--- src/rtl/dm_port_arbiter.sv ---
// Data-memory port arbiter: shares one single-port DM between the CPU memory
// stage (fixed high priority) and an external debug/DMA port. A starvation
// counter forces an external grant after STARVE_MAX consecutive lost cycles.
module dm_port_arbiter #(
  parameter int unsigned ADDR_BIT   = 10,
  parameter int unsigned OP_BIT     = 2,
  parameter int unsigned STARVE_MAX = 4
) (
  input  logic                clk,
  input  logic                rst_n,
  input  logic                en,
  // CPU memory stage
  input  logic                cpu_req,
  input  logic                cpu_w_en,
  input  logic [OP_BIT-1:0]   cpu_op,
  input  logic [ADDR_BIT-1:0] cpu_addr,
  input  logic [31:0]         cpu_wdata,
  output logic                cpu_stall,
  output logic [31:0]         cpu_rdata,
  // External debug/DMA port
  input  logic                ext_req,
  input  logic                ext_w_en,
  input  logic [OP_BIT-1:0]   ext_op,
  input  logic [ADDR_BIT-1:0] ext_addr,
  input  logic [31:0]         ext_wdata,
  output logic                ext_gnt,
  output logic                ext_rvalid,
  output logic [31:0]         ext_rdata,
  // Data memory
  output logic [OP_BIT-1:0]   mem_op,
  output logic                mem_w_en,
  output logic [ADDR_BIT-1:0] mem_addr,
  output logic [31:0]         mem_wdata,
  input  logic [31:0]         mem_rdata,
  // Statistics
  output logic [15:0]         stall_cnt
);

  localparam int unsigned          CntW      = $clog2(STARVE_MAX + 1);
  localparam logic [CntW-1:0]      StarveMax = CntW'(STARVE_MAX);

  logic [CntW-1:0] starve_cnt_q, starve_cnt_d;
  logic            ext_rvalid_q, ext_rvalid_d;
  logic [31:0]     ext_rdata_q, ext_rdata_d;
  logic [15:0]     stall_cnt_q, stall_cnt_d;

  logic force_ext;
  logic grant_c;
  logic grant_e;
  logic ext_read;

  // Grant decision: CPU wins unless E has been starved to the limit.
  always_comb begin
    force_ext = ext_req & (starve_cnt_q == StarveMax);
    grant_c   = en & cpu_req & ~force_ext;
    grant_e   = en & ext_req & ~grant_c;
    ext_read  = grant_e & ~ext_w_en;
    cpu_stall = en & cpu_req & ~grant_c;
    ext_gnt   = grant_e;
    cpu_rdata = mem_rdata;
  end

  // Memory mux; CPU fields are the default so a lone CPU access needs no grant logic on the path.
  always_comb begin
    mem_op    = cpu_op;
    mem_addr  = cpu_addr;
    mem_wdata = cpu_wdata;
    if (grant_e) begin
      mem_op    = ext_op;
      mem_addr  = ext_addr;
      mem_wdata = ext_wdata;
    end
    mem_w_en = (grant_c & cpu_w_en) | (grant_e & ext_w_en);
  end

  // Next-state for counters and the external read-return register; everything holds when !en.
  always_comb begin
    starve_cnt_d = starve_cnt_q;
    ext_rvalid_d = ext_rvalid_q;
    ext_rdata_d  = ext_rdata_q;
    stall_cnt_d  = stall_cnt_q;
    if (en) begin
      if (grant_e || !ext_req) begin
        starve_cnt_d = '0;
      end else if (starve_cnt_q != StarveMax) begin
        starve_cnt_d = starve_cnt_q + CntW'(1);
      end
      ext_rvalid_d = ext_read;
      if (ext_read) begin
        ext_rdata_d = mem_rdata;
      end
      if (cpu_stall && (stall_cnt_q != 16'hFFFF)) begin
        stall_cnt_d = stall_cnt_q + 16'd1;
      end
    end
  end

  // State registers.
  always_ff @(posedge clk or negedge rst_n) begin
    if (!rst_n) begin
      starve_cnt_q <= '0;
      ext_rvalid_q <= 1'b0;
      ext_rdata_q  <= '0;
      stall_cnt_q  <= '0;
    end else begin
      starve_cnt_q <= starve_cnt_d;
      ext_rvalid_q <= ext_rvalid_d;
      ext_rdata_q  <= ext_rdata_d;
      stall_cnt_q  <= stall_cnt_d;
    end
  end

  assign ext_rvalid = ext_rvalid_q;
  assign ext_rdata  = ext_rdata_q;
  assign stall_cnt  = stall_cnt_q;

endmodule

--- config.mk ---
export PLATFORM = sky130hd
export DESIGN_NAME = dm_port_arbiter
export DESIGN_NICKNAME = d
export VERILOG_FILES = /design/src/rtl/dm_port_arbiter.sv
export SDC_FILE = /design/constraint.sdc
export NUM_CORES = 1
export LEC_CHECK = 0
export ABC_AREA = 1
export CORE_UTILIZATION = 35
export DETAILED_ROUTE_END_ITERATION = 8
export PLACE_DENSITY = 0.88
export SLEW_MARGIN = 15
export SYNTH_ARGS = -nofsm -noshare
export SYNTH_HDL_FRONTEND = slang
export SYNTH_SLANG_ARGS = --single-unit
--- constraint.sdc ---
create_clock -name clk -period 1.7 [get_ports clk]
set_input_delay 0.17 -clock clk [delete_from_list [all_inputs] [get_ports clk]]
set_output_delay 0.17 -clock clk [all_outputs]
set_load 0.01 [all_outputs]
==> impl_metrics.yaml <==
global_route:
  grt.overflow.total: 0
  antenna_found_initial: 2
  grt_pass1_wl_um: 23900
  grt_max_degree: 53
  grt_use_total_pct: 31.4
  first_global_vias: 4509
worst_setup_path:
  cp.required_ps: 1530
  crit_path_end_kind: "output pin"
  crit_arrival_ps: 1910
  critPathMaxFanout: 5
  reg2reg_to: "stall_cnt[3]$_DFFE_PN0P_"
  r2r_cells: 14
  crit_type: "flip-flop to output pin"
  r2r_start: "starve_cnt_q[1]$_DFFE_PN0P_"
  critPathLaunchType: "flip-flop"
  r2r_setup_slack_ps: -270
synth:
  async_flop_share_pct: 100
  synthesis.area_mm2: 0.00340
  synth_seq_cells: 52
  yosysWarnings: 0
  synth-edff-count: 0
  synth_cell_types: 23
  netlist_instances: 484
  synthesis.nets: 614
  synthTopCellsByArea: "dfrtp_1 38%, nand2_1 27%, buf_4 9.1%"
  yosys.area.top_type_share_pct: 38.3
  synth_ff_type: "dfrtp_1"
  yosysTopAreaCell: "dfrtp_1"
  syn_area_per_cell_um2: 7.02
  yosysSeqAreaShare_pct: 38.3
routing:
  drt-initial-drc-count: 323
  vias: 4553
  wl_per_cell_um: 19.5
  wl_um: 17300
  drcViolationCount: 0
  first_pass_iters: 5
  routed_via_density: 5.13
  drtAntennaViolNets: 0
power:
  p_leak_nw: 3.37
  vdd_drop_max_mv: 0.568
  powerDensity_mw_per_mm2: 639
timing:
  rsz0062_at_grt: "yes"
  clock-skew-final_ps: 11.1
  postLayoutSetupSlackWorst_ps: -378
  drv_slew: 0
  finalCriticalPeriod_ps: 2080
  worstMarginPinSlew_ps: 454
  hold_viol: 0
  setup_violations: 96
  max_freq_mhz: 481
  relSlewSlack_pct: 69.7
  finalCritPeriodShare_pct: 122
floorplan:
  die_h_um: 101
  die_w_um: 101
  start_util_pct: 36.4
  die_area_mm2: 0.0101
  io_pins: 255
  core-area_mm2: 0.00933
  rows: 35
clock_network:
  cts_sinks: 52
  clock_path_buffers: 2
  cts_root_buf: "clkbuf_8"
  clk_pin_slew_worst_paths_ps: 100
  numCtsBuffers: 5
  clk_latency_ps: 300
  htree_levels: 2
  cts_tree: "built"
layout:
  post-route-util_pct: 75.6
  drive_above_1_share_pct: 34.2
  fill_cells: 625
  layout_commonest_cell: "clkdlybuf4s50_1"
  final_cells: 888
  final_cell_mix: "206 x clkdlybuf4s50_1, 136 x nand2_1, 86 x nand2_2"
  layout.nets: 887
  area_growth_pct: 108
placed_design:
  hpwl_um: 10300
  dp.cells: 839
  portBuffers: 254
  place_congestion: 0.896
flow_run:
  cap_violations: 0
outcome:
  violations: "setup timing"
  status: "finished, violations left"
hold_path:
  hp-class: "primary input to async pin"
-- repair_timing --
item                       in CTS  in global routing
gates cloned                   12                  1
hold endpoints to repair       52                  0
pin swaps                       4                 18
resized for setup             295                105
hold buffers                    1                  0
buffers inserted               26                  7
setup endpoints to repair      80                 96
-- cell type report --
type / count / area, um^2 / area share [%]
Multi-Input combinational cell: 359 / 2110 / 29.9
Tap cell: 129 / 161 / 2.29
Clock inverter: 1 / 8.76 / 0.124
Antenna cell: 2 / 5.00 / 0.0709
Clock buffer: 6 / 82.6 / 1.17
Sequential cell: 52 / 1300 / 18.4
Inverter: 19 / 78.8 / 1.12
Timing Repair Buffer: 320 / 3310 / 46.9
-- per-stage QoR --
stage                     hold WS, ps  total power, mW  cell area [um^2]  setup slack, ps  TNS (ps)
after floorplan                  -126             2.27              3400              108         0
after global placement            178             3.32              5940             -469    -25220
after detailed placement          184             3.37              5940             -501    -27950
after CTS                         392             4.34              6710             -330    -16370
after global routing              432             4.73              7050             -444    -26780
final                             382             4.51              7050             -378    -20380
-- critical path, cell delays in order (launching register included) --
cell     delay, ps
dfrtp_1        400
inv_2           80
ha_4           140
nand3_4         70
nand2_4        100
nand2_4         80
buf_12         160
buf_16         130
buf_12         130
nand2_1         90
nand2_1         70
buf_2          140
-- Yosys cell counts, types with 3 or more instances --
| library cell | number |
|---|---|
| nand2_1 | 244 |
| dfrtp_1 | 52 |
| nand3_1 | 50 |
| buf_4 | 41 |
| inv_1 | 17 |
| nor2_1 | 17 |
| nand2_2 | 13 |
| xor2_1 | 9 |
| o21ai_2 | 7 |
| nand4_1 | 6 |
| buf_2 | 4 |
| buf_6 | 4 |
| clkbuf_1 | 3 |
| ha_1 | 3 |
| nand2_4 | 3 |
| o21ai_0 | 3 |
-- per-layer routing --
layer	GRT usage, %	up-vias	wire, um	share of wire (%)
li1	-	2024	-	-
met1	36.3	2177	6160	36
met2	53.4	290	8830	51
met3	9.08	62	1610	9.3
met4	14.9	0	676	3.9
met5	0	-	0	0
-- report_power, final --
part	internal, mW	total (mW)	leakage [nW]	switching (mW)
Clock	0.326	0.738	0.0473	0.412
Sequential	1.43	1.65	0.647	0.216
Combinational	1.18	2.12	2.68	0.943
Total	2.94	4.51	3.37	1.57
-- worst max path at each step --
stage                                            from                  endpoint  slack (ps)
final                     starve_cnt_q[1]$_DFFE_PN0P_              mem_wdata[5]        -380
after global routing      starve_cnt_q[1]$_DFFE_PN0P_              mem_wdata[5]        -440
after CTS                 starve_cnt_q[0]$_DFFE_PN0P_              mem_wdata[9]        -330
after detailed placement                      ext_req             mem_wdata[28]        -500
after global placement                        ext_req             mem_wdata[28]        -470
after floorplan              stall_cnt[0]$_DFFE_PN0P_  stall_cnt[9]$_DFFE_PN0P_         110
-- logic make-up (layout without fill, tap and decap cells) --
family,count (synthesis),in the layout,synth area share [%]
simple gates,334,334,41.0
buf+inv,73,346,14.6
flops,52,52,38.3
compound gates,13,13,2.72
other cells,0,2,0
xor+xnor,9,9,2.32
fa+ha+maj,3,3,1.10
-- flip-flops by register name, indices dropped and copies added, names as in the netlist --
register,flops
ext_rdata,32
starve_cnt_q,3
ext_rvalid,1
stall_cnt,16
Note: power is estimated with default switching activity, not from simulation.
